[src/rtl/snail_alu_seq.sv]
// snail_alu_seq: handshaked, registered ALU with compare/status flags.
// One operation is in flight at a time.
//
// Timing:
//   - Single-cycle ops: the result is registered on the accepting edge.
//   - MUL: an iterative shift-add that finishes WIDTH edges after acceptance.
//
// Ports:
//   clk, rst          clock; asynchronous active-high reset
//   in_valid/in_ready operand handshake (in_ready only while idle)
//   A, B, op          operands and function code
//                       0 ADD, 1 SUB, 2 AND, 3 XOR, 4 OR, 5 SHL, 6 SHR, 7 MUL
//                       8-15 are illegal
//   out_valid/out_ready result handshake (no bypass back into idle)
//   E, E_hi           result; E_hi is the MUL high half, 0 otherwise
//   cc                {A==B, A>B} unsigned, from the captured operands
//   carry             ADD carry-out / SUB borrow, 0 otherwise
//   zero              {E_hi,E} == 0
//   err               illegal op code
module snail_alu_seq #(
  parameter int WIDTH = 8
) (
  input  logic             clk,
  input  logic             rst,
  input  logic             in_valid,
  output logic             in_ready,
  input  logic [WIDTH-1:0] A,
  input  logic [WIDTH-1:0] B,
  input  logic [3:0]       op,
  output logic             out_valid,
  input  logic             out_ready,
  output logic [WIDTH-1:0] E,
  output logic [WIDTH-1:0] E_hi,
  output logic [1:0]       cc,
  output logic             carry,
  output logic             zero,
  output logic             err
);

  localparam int CNT_W = $clog2(WIDTH) + 1;
  // Shift amounts use CNT_W bits of B, so amounts up to 2*WIDTH-1 are
  // representable and anything >= WIDTH flushes the result to zero.
  localparam logic [CNT_W-1:0] SH_LIM = CNT_W'(WIDTH);

  localparam logic [3:0] OP_ADD = 4'd0;
  localparam logic [3:0] OP_SUB = 4'd1;
  localparam logic [3:0] OP_AND = 4'd2;
  localparam logic [3:0] OP_XOR = 4'd3;
  localparam logic [3:0] OP_OR  = 4'd4;
  localparam logic [3:0] OP_SHL = 4'd5;
  localparam logic [3:0] OP_SHR = 4'd6;
  localparam logic [3:0] OP_MUL = 4'd7;

  typedef enum logic [1:0] {S_IDLE, S_MUL, S_DONE} state_t;

  state_t state, nxt;

  logic [2*WIDTH-1:0] acc, mcand, acc_add;
  logic [WIDTH-1:0]   mplier;
  logic [CNT_W-1:0]   cnt;

  logic [WIDTH:0]     sum, diff;
  logic [CNT_W-1:0]   shamt;
  logic [WIDTH-1:0]   alu_e;
  logic               alu_c, alu_err;

  // State register
  always_ff @(posedge clk or posedge rst) begin
    if (rst) state <= S_IDLE;
    else     state <= nxt;
  end

  // Next-state logic
  always_comb begin
    nxt = state;
    case (state)
      S_IDLE: if (in_valid)  nxt = (op == OP_MUL) ? S_MUL : S_DONE;
      // Last iteration happens on the edge that takes cnt from 1 to 0.
      S_MUL:  if (cnt == CNT_W'(1)) nxt = S_DONE;
      S_DONE: if (out_ready) nxt = S_IDLE;
      default: nxt = S_IDLE;
    endcase
  end

  // Handshake outputs
  always_comb begin
    in_ready  = (state == S_IDLE);
    out_valid = (state == S_DONE);
  end

  // Single-cycle datapath, evaluated on the live inputs at acceptance.
  always_comb begin
    sum     = {1'b0, A} + {1'b0, B};
    diff    = {1'b0, A} - {1'b0, B};
    shamt   = B[CNT_W-1:0];
    alu_e   = '0;
    alu_c   = 1'b0;
    alu_err = 1'b0;
    case (op)
      OP_ADD: begin alu_e = sum[WIDTH-1:0];  alu_c = sum[WIDTH];  end
      OP_SUB: begin alu_e = diff[WIDTH-1:0]; alu_c = diff[WIDTH]; end
      OP_AND: alu_e = A & B;
      OP_XOR: alu_e = A ^ B;
      OP_OR:  alu_e = A | B;
      OP_SHL: alu_e = (shamt >= SH_LIM) ? '0 : (A << shamt);
      OP_SHR: alu_e = (shamt >= SH_LIM) ? '0 : (A >> shamt);
      OP_MUL: alu_e = '0;
      default: alu_err = 1'b1;
    endcase
  end

  // One shift-add step: the multiplicand is pre-shifted to the current bit.
  assign acc_add = mplier[0] ? (acc + mcand) : acc;

  always_ff @(posedge clk or posedge rst) begin
    if (rst) begin
      acc    <= '0;
      mcand  <= '0;
      mplier <= '0;
      cnt    <= '0;
      E      <= '0;
      E_hi   <= '0;
      cc     <= 2'b00;
      carry  <= 1'b0;
      zero   <= 1'b0;
      err    <= 1'b0;
    end else begin
      case (state)
        S_IDLE: if (in_valid) begin
          cc <= {A == B, A > B};
          if (op == OP_MUL) begin
            acc    <= '0;
            mcand  <= {{WIDTH{1'b0}}, A};
            mplier <= B;
            cnt    <= CNT_W'(WIDTH);
            carry  <= 1'b0;
            err    <= 1'b0;
          end else begin
            E     <= alu_e;
            E_hi  <= '0;
            carry <= alu_c;
            err   <= alu_err;
            zero  <= (alu_e == '0);
          end
        end
        S_MUL: begin
          acc    <= acc_add;
          mcand  <= mcand << 1;
          mplier <= mplier >> 1;
          cnt    <= cnt - CNT_W'(1);
          if (cnt == CNT_W'(1)) begin
            {E_hi, E} <= acc_add;
            zero      <= (acc_add == '0);
          end
        end
        default: ;
      endcase
    end
  end

endmodule
[config.mk]
export PLATFORM = sky130hd
export DESIGN_NAME = snail_alu_seq
export DESIGN_NICKNAME = d
export VERILOG_FILES = /design/src/rtl/snail_alu_seq.sv
export SDC_FILE = /design/constraint.sdc
export NUM_CORES = 1
export LEC_CHECK = 0
export CORE_UTILIZATION = 50
export CTS_BUF_LIST = sky130_fd_sc_hd__clkbuf_8
export CTS_CLUSTER_DIAMETER = 30
export DETAILED_ROUTE_END_ITERATION = 8
export GPL_ROUTABILITY_DRIVEN = 1
export GPL_TIMING_DRIVEN = 0
export MAX_ROUTING_LAYER = met4
export PLACE_DENSITY_LB_ADDON = 0.15
export SLEW_MARGIN = 10
export SYNTH_ARGS = -nofsm -noshare
export SYNTH_HDL_FRONTEND = slang
export SYNTH_SLANG_ARGS = --single-unit
export TNS_END_PERCENT = 30
[constraint.sdc]
create_clock -name clk -period 5.4 [get_ports clk]
set_clock_uncertainty 0.15 [all_clocks]
set_input_delay 1.08 -clock clk [delete_from_list [all_inputs] [get_ports clk]]
set_output_delay 1.08 -clock clk [all_outputs]
set_load 0.02 [all_outputs]
**Word-level counts from Yosys, hierarchy flattened**

Cells that the tools add are included.

- Add/subtract/negate cells: 4
- Multipliers: 0
- Div/mod/pow operators: 0
- $lt $le $gt $ge: 2
- Eq/ne operators: 16
- Shifts and indexed selects: 2
- Multiplexer cells: 37
- Bitwise operators: 3
- Reduce and logical (&&, ||, !) cells: 10

Operator list:

| kind | number |
|---|---|
| 16-bit two-way mux | 5 |
| 8-bit two-way mux | 10 |
| 16-bit case mux with 2 select lines | 2 |
| 8-bit case mux with 7 select lines | 1 |
| 8-bit case mux with 2 select lines | 3 |
| 16-bit adder | 1 |
| 4-bit by 3-bit == test with 1-bit output (second input constant) | 4 |
| 16-bit zero test | 1 |
| 8-bit by 8-bit adder with 9-bit output | 1 |
| 8-bit by 8-bit subtractor with 9-bit output | 1 |
| 8-bit AND | 1 |
| 4-bit by 1-bit == test with 1-bit output (second input constant) | 2 |
| 4-bit by 2-bit == test with 1-bit output (second input constant) | 2 |
| 8-bit == test | 1 |
| 8-bit greater-than comparator | 1 |
| 8-bit zero test | 1 |
| 2-bit two-way mux | 4 |
| 4-bit two-way mux | 2 |
| 8-bit bitwise OR | 1 |
| 4-bit case mux with 2 select lines | 1 |
| 8-bit by 4-bit left shift with 8-bit output | 1 |
| 8-bit by 4-bit >> shifter with 8-bit output | 1 |
| 8-bit XOR | 1 |
| 7-bit OR reduction | 1 |
| 15 further kinds | 25 |

- Bits in registers: 67
- Latch bits: 0
- RAM bits: 0
- Bits in read-only memories: 0
- Input port bits: 24
- Memories: 0

**Logic depth before layout (Yosys ltp)**

Gate-level depths: netlist of run 1.

- Depth after elaboration: 7
- Mapped depth: 12

**Worst setup path after synthesis of run 1**

OpenSTA, ideal clock, no wires.

- Path kind: in2reg
- From: in B[1]
- To: reg zero
- Arrival: 3.533 ns
- Data required time: 5.184 ns
- Setup slack: 1.651 ns
- Cell stages on the path: 12
- Buffers on the path: 2
- Cells stage by stage: buf_2 -> buf_1 -> inv_1 -> ha_1 -> a21o_1 -> a21o_1 -> a22oi_1 -> o211ai_1 -> nand2b_1 -> or4_1 -> o31ai_2 -> a41o_1

- Word-level cells in the longest chain between the ends: 7
- Elaborated cells on any way between the ends: 15
- Those cells by class: add/sub (2); order compare (1); shift (2); mux (6); bitwise (3); reduce/logical (1)

RTL lines:

| item | RTL line | source |
|---|---|---|
| start, declared | 28 | `input logic [WIDTH-1:0] B,` |
| parallel branches: the longest is 2 deep, another holds 8-bit by 8-bit subtractor with 9-bit output | n/a |  |
| 8-bit case mux with 7 select lines (*) | 99 | `case (op)` |
| 8-bit zero test (*) | 143 | `zero <= (alu_e == '0);` |
| 1-bit two-way mux (*) | 131 | `if (op == OP_MUL) begin` |
| 1-bit two-way mux (*) | 129 | `S_IDLE: if (in_valid) begin` |
| 1-bit case mux with 2 select lines (*) | 128 | `case (state)` |
| end signal, assigned | 143 |  |
| end signal, assigned | 153 | `zero <= (acc_add == '0);` |
| end, declared | 36 | `output logic zero,` |

Every way passes the cells marked *. The select of a mux whose other input is x is not followed.
A chain may end at the register's enable or synchronous reset.

**Worst setup path after layout of run 1**

Same ends and word-level chain as after synthesis.

==> results.json, run 1 <==
{
  "cp.required_ps": 5540,
  "async_reset_ff_frac": 1.00,
  "arrival_ps": 4660,
  "grtUsageTotal": 0.309,
  "routabilityCongestion": 0.940,
  "cts_hold_buf": 0,
  "synth_cells": 634,
  "routedWlPerCell_um": 19.0,
  "maxCapViolCount": 0,
  "synth_area_um2": 5350,
  "cts.sink_count": 67,
  "cts_resized": 0,
  "seq_area_um2": 1680,
  "pwr-share-comb": 0.528,
  "drc": 0,
  "power_frac_clock": 0.155,
  "yosys.area.top_type_share": 0.314,
  "highest-signal-layer": "met4",
  "syn_to_final_growth_pct": 15.7,
  "p_seq_frac": 0.317,
  "p_int_mw": 1.34,
  "avgSynthCellArea_um2": 8.43,
  "grt_max_degree": 67,
  "yosysSeqAreaShare": 0.314,
  "route.met3.wl_um": 1120,
  "swShare": 0.460,
  "crit_type": "input port to flop",
  "vdd_drop_max_mv": 0.241,
  "n_antenna_cell": 0,
  "wl_met2_um": 7130,
  "final_area_um2": 6180,
  "synth_ff_type": "dfrtp_1",
  "multi_input_area_um2": 3390,
  "place_area_um2": 6010,
  "clk_latency_ps": 360,
  "nNetsFinal": 761,
  "drive_above_1_share": 0.0603,
  "grt.overflow.total": 0,
  "hold_ws_ps": 332,
  "first_pass_iters": 5,
  "fin_crit_ps": 4520,
  "relSlewSlack": 0.419,
  "grt_first_pass_wirelength_um": 25800,
  "outcome": "finished clean",
  "finalHoldViolations": 0,
  "period_share": 0.837,
  "ys_seq_elements": 67,
  "nFillCells": 944,
  "finalSetupViolCount": 0,
  "fin_setup_tns_ps": 0,
  "cp_max_fo": 10,
  "rsz0062_at_grt": "no",
  "core_area_um2": 10300,
  "startpoint_type": "input port",
  "ys_types": 65,
  "portBuffers": 46,
  "grt_pass1_vias": 4911,
  "vias": 5155,
  "yosysTopAreaCell": "dfrtp_1",
  "min_path_type": "flop to flop",
  "synth_edf_count": 0,
  "syn-num-nets": 703,
  "cts_buffer_depth": 2,
  "viasPerCell": 6.19,
  "wl_um": 15900,
  "cp-end-kind": "flop",
  "powerDensity_nw_per_um2": 401,
  "post-cts-setup-buffers": 0,
  "antenna_found_initial": 0,
  "synthTopCellsByArea": "dfrtp_1 (31%), ha_1 (9.8%), nand2_1 (7.0%)",
  "p_leak_nw": 2.73,
  "clk_pin_slew_ps": 70,
  "antenna_left": 0,
  "dieArea_um2": 11100,
  "initial_core_util": 0.518,
  "numCtsBuffers": 9,
  "num_rows": 37,
  "clock.fmax_mhz": 221,
  "first_iter_violations": 392,
  "die_h_um": 105,
  "worst_slew_pin_slew_ps": 865,
  "cts.htree.levels": 3,
  "root_buffer": "clkbuf_8",
  "die_w_um": 105,
  "io_pins": 47,
  "dp.final_hpwl_um": 12400,
  "switchingPower_mw": 1.14,
  "final_max_slew_viol_count": 0,
  "met1_length_um": 7230,
  "yosys_warnings": 0,
  "cts_tree": "built"
}
==> state kept, by name, summed over array words and instances, names as in the netlist <==
register,cells
E,8
E_hi,8
acc,16
carry,1
cc,2
cnt,4
err,1
mcand,16
mplier,8
state,2
zero,1
==> cell usage after synthesis, types with 9 or more instances <==
cell type and instances:
nand2_1 99, inv_1 31, o21ai_0 49, buf_2 11
clkbuf_1 24, nor3_1 15, a211oi_1 13, nand2b_1 13
nand3_1 9, nor2_1 43, mux2i_1 15, a22o_1 16
dfrtp_1 67, a21oi_1 26, xnor2_1 10, o211ai_1 9
ha_1 42, a31oi_1 19
==> critical path, cell delays in order <==
cell and delay (ps):
clkdlybuf4s50_1 570, buf_2 250, buf_1 410, inv_1 130, ha_1 370, o21bai_1 340, nand2_1 120, and3b_1 200
xnor2_1 140, o221ai_1 160, or4_1 520, o31ai_2 230, a41o_1 120
==> worst paths after layout <==
path | slack (ps) | startpoint | cells past startpoint | to
worst min-delay path | 330 | E_hi[4]$_DFFE_PP0P_ | 2 | E_hi[4]$_DFFE_PP0P_
worst max-delay path | 880 | B[1] | 13 | zero$_DFFE_PP0P_
max in group asynchronous | 3810 | rst | 3 | acc[6]$_DFFE_PP0P_
min in group asynchronous | 790 | rst | 2 | E[6]$_DFFE_PP0P_
worst min register to register | 330 | E_hi[4]$_DFFE_PP0P_ | 2 | E_hi[4]$_DFFE_PP0P_
worst max register to register | 1680 | acc[0]$_DFFE_PP0P_ | 10 | zero$_DFFE_PP0P_
==> layout make-up <==
type | instances | share of cell area
Tap cell | 136 | 0.0275
Clock inverter | 7 | 0.00850
Timing Repair Buffer | 47 | 0.0789
Inverter | 32 | 0.0198
Clock buffer | 9 | 0.0200
Buffer | 37 | 0.0259
Multi-Input combinational cell | 498 | 0.548
Sequential cell | 67 | 0.271
==> power groups by stage <==
stage	Clock [mW]	Combinational, mW	Sequential [mW]
floorplan	0	0.873	0.790
global placement	0	1.25	0.783
detailed placement	0	1.29	0.792
CTS	0.390	1.29	0.782
global route	0.410	1.44	0.803
finish	0.384	1.31	0.786
==> metal layers <==
metal | vias up | global-route usage
met1 | 2457 | 0.421
met3 | 32 | 0.0538
li1 | 2443 | -
met2 | 223 | 0.462
met4 | 0 | 0.108
met5 | - | -
==> per-stage QoR <==
step | setup slack, ps | total power [mW] | utilization | cells
final | 883 | 2.48 | 0.599 | 833
after global routing | 696 | 2.66 | 0.599 | 833
after CTS | 923 | 2.46 | 0.599 | 833
after detailed placement | 565 | 2.08 | 0.582 | 817
after global placement | 569 | 2.03 | 0.579 | 816
after floorplan | 1650 | 1.66 | - | 634
==> cell usage in the layout (no fill, tap or decap), drive strengths merged, types with 9 or more instances in the layout <==
cell type and count:
a21oi 26, a31oi 19, a22o 16, xnor2 10, nor3 15, nand3 9
ha 42, mux2i 15, nand2b 13, clkbuf 33, clkdlybuf4s50 46, nor2 43
dfrtp 67, inv 34, buf 14, a211oi 13, nand2 99, o211ai 9
o21ai 49
==> logic make-up (layout without fill, tap and decap cells) <==
group	after synthesis	after routing	share of synthesized area
adders and majority gates	45	45	0.110
and+or+nand+nor	222	222	0.194
AOI/OAI and AO/OA	194	194	0.244
muxes	24	24	0.0646
DFF	67	67	0.314
buffers and inverters	69	132	0.0524
xor gates and xnor gates	13	13	0.0213
Power figures use the tool's default switching activity.
==> run 2, diff against run 1 <==
Clock period 5.4 ns to 3.9 ns, I/O delays scaled along.
==> run 2 against run 1 <==
  * Routed wire length grew 0.52%
  * Global-route usage is 0.055 points lower
  * Largest cell class unchanged
  * Critical path depth fell by 2
  * Register-to-register slack got worse by 1300 ps
  * Sequential power up 39%
  * Clock power rose by 39%
  * Power up 39%
  * First-iteration DRC count down 22%
  * Sequential cell count did not move
  * Non-clock buffer count fell by 1
  * Hold slack barely moved
  * Highest routed layer unchanged
==> results.json, run 2 (same netlist as run 1, synthesis figures left out) <==
{
  "dieArea_um2": 11100,
  "antenna_found_initial": 0,
  "initial_core_util": 0.518,
  "vias": 5146,
  "drive_above_1_share": 0.0675,
  "first_iter_violations": 306,
  "grt_max_degree": 67,
  "numCtsBuffers": 9,
  "fin_crit_ps": 3750,
  "grt_pass1_vias": 4889,
  "final_area_um2": 6230,
  "nNetsFinal": 760,
  "most-common-layout-cells": "nand2_1 (99), dfrtp_1 (67), o21ai_0 (49)",
  "top_regs": "acc: 16 flops, mcand: 16 flops",
  "finish.utilization": 0.603,
  "drc": 0,
  "period_share": 0.962,
  "cts.sink_count": 67,
  "grt_first_pass_wirelength_um": 25800,
  "cp.required_ps": 4040,
  "crit_type": "input port to flop",
  "maxCapViolCount": 0,
  "cp-end-kind": "flop",
  "cp_max_fo": 10,
  "routedWlPerCell_um": 19.2,
  "first_pass_iters": 5,
  "clk_pin_slew_ps": 70,
  "relSlewSlack": 0.431,
  "cts.htree.levels": 3,
  "cts_tree": "built",
  "finalSetupViolCount": 0,
  "syn_to_final_growth_pct": 16.5,
  "antenna_left": 0,
  "outcome": "finished clean",
  "startpoint_type": "input port",
  "place_area_um2": 6010,
  "portBuffers": 46,
  "n_antenna_cell": 0,
  "vdd_drop_max_mv": 0.334,
  "powerDensity_nw_per_um2": 554,
  "die_w_um": 105,
  "final_max_slew_viol_count": 0,
  "wl_um": 15900,
  "clock.fmax_mhz": 267,
  "rsz0062_at_grt": "no",
  "finalHoldViolations": 0,
  "dp.final_hpwl_um": 12400,
  "grt.overflow.total": 0,
  "p_leak_nw": 2.80,
  "arrival_ps": 3890,
  "cts_hold_buf": 0,
  "hold_ws_ps": 332,
  "clk_latency_ps": 360,
  "nFillCells": 939,
  "grtUsageTotal": 0.308,
  "die_h_um": 105,
  "final_common_cell": "nand2_1",
  "cts_buffer_depth": 2,
  "root_buffer": "clkbuf_8",
  "routabilityCongestion": 0.940,
  "viasPerCell": 6.19,
  "worst_slew_pin_slew_ps": 848,
  "io_pins": 47,
  "core_area_um2": 10300,
  "min_path_type": "flop to flop",
  "num_rows": 37
}
run 2: final timing paths:
| kind | startpoint | to | slack, ps | cells past startpoint |
|---|---|---|---|---|
| setup / recovery | B[3] | zero$_DFFE_PP0P_ | 150 | 11 |
| hold / removal | E_hi[4]$_DFFE_PP0P_ | E_hi[4]$_DFFE_PP0P_ | 330 | 2 |
| setup reg to reg | acc[0]$_DFFE_PP0P_ | zero$_DFFE_PP0P_ | 350 | 10 |
| hold reg to reg | E_hi[4]$_DFFE_PP0P_ | E_hi[4]$_DFFE_PP0P_ | 330 | 2 |
| max in group asynchronous | rst | mcand[2]$_DFFE_PP0P_ | 2620 | 3 |
| min in group asynchronous | rst | E[6]$_DFFE_PP0P_ | 480 | 2 |
run 2: cell type report:
| cell class | instances | area, um^2 | share of cell area |
|---|---|---|---|
| multi-input cells | 498 | 3410 | 0.548 |
| flip-flops and latches | 67 | 1680 | 0.269 |
| repair buffers | 47 | 500 | 0.0804 |
| well taps | 136 | 170 | 0.0273 |
| plain buffers | 36 | 168 | 0.0269 |
| clock buffers | 9 | 124 | 0.0199 |
| inverters | 32 | 123 | 0.0197 |
| clock inverters | 7 | 52.6 | 0.00844 |
run 2: stage by stage:
stage                     worst slack [ps]  TNS (ps)  power [mW]  std cells
after global routing                  36.4         0        3.69        832
after CTS                             11.9         0        3.41        833
after global placement                -631     -1430        2.81        816
final                                  148         0        3.45        832
after floorplan                        451         0        2.30        634
after detailed placement              -635     -1400        2.88        817
run 2: timing repair:
item	in CTS	in global routing
buffers inserted	0	0
resized for setup	8	12
setup endpoints to repair	1	1
pin swaps	1	0
run 2: metal layers:
metal | share of wire | up-vias | GRT usage
li1 | - | 2435 | -
met3 | 0.062 | 31 | 0.0501
met1 | 0.46 | 2478 | 0.424
met4 | 0.023 | 0 | 0.105
met2 | 0.45 | 202 | 0.461
met5 | 0 | - | -
run 2: worst max-delay path: stages:
cell and delay (ps):
clkdlybuf4s50_1 600, inv_1 120, ha_1 430, a21o_1 250, a31o_2 240, a221o_1 340
nand2_1 80, nand4_1 120, or4_1 560, o31ai_2 230, a41o_1 120
run 2: where the power goes:
part	internal, mW	switching (mW)
Sequential	0.911	0.178
Clock	0.235	0.299
Combinational	0.713	1.12
Total	1.86	1.59
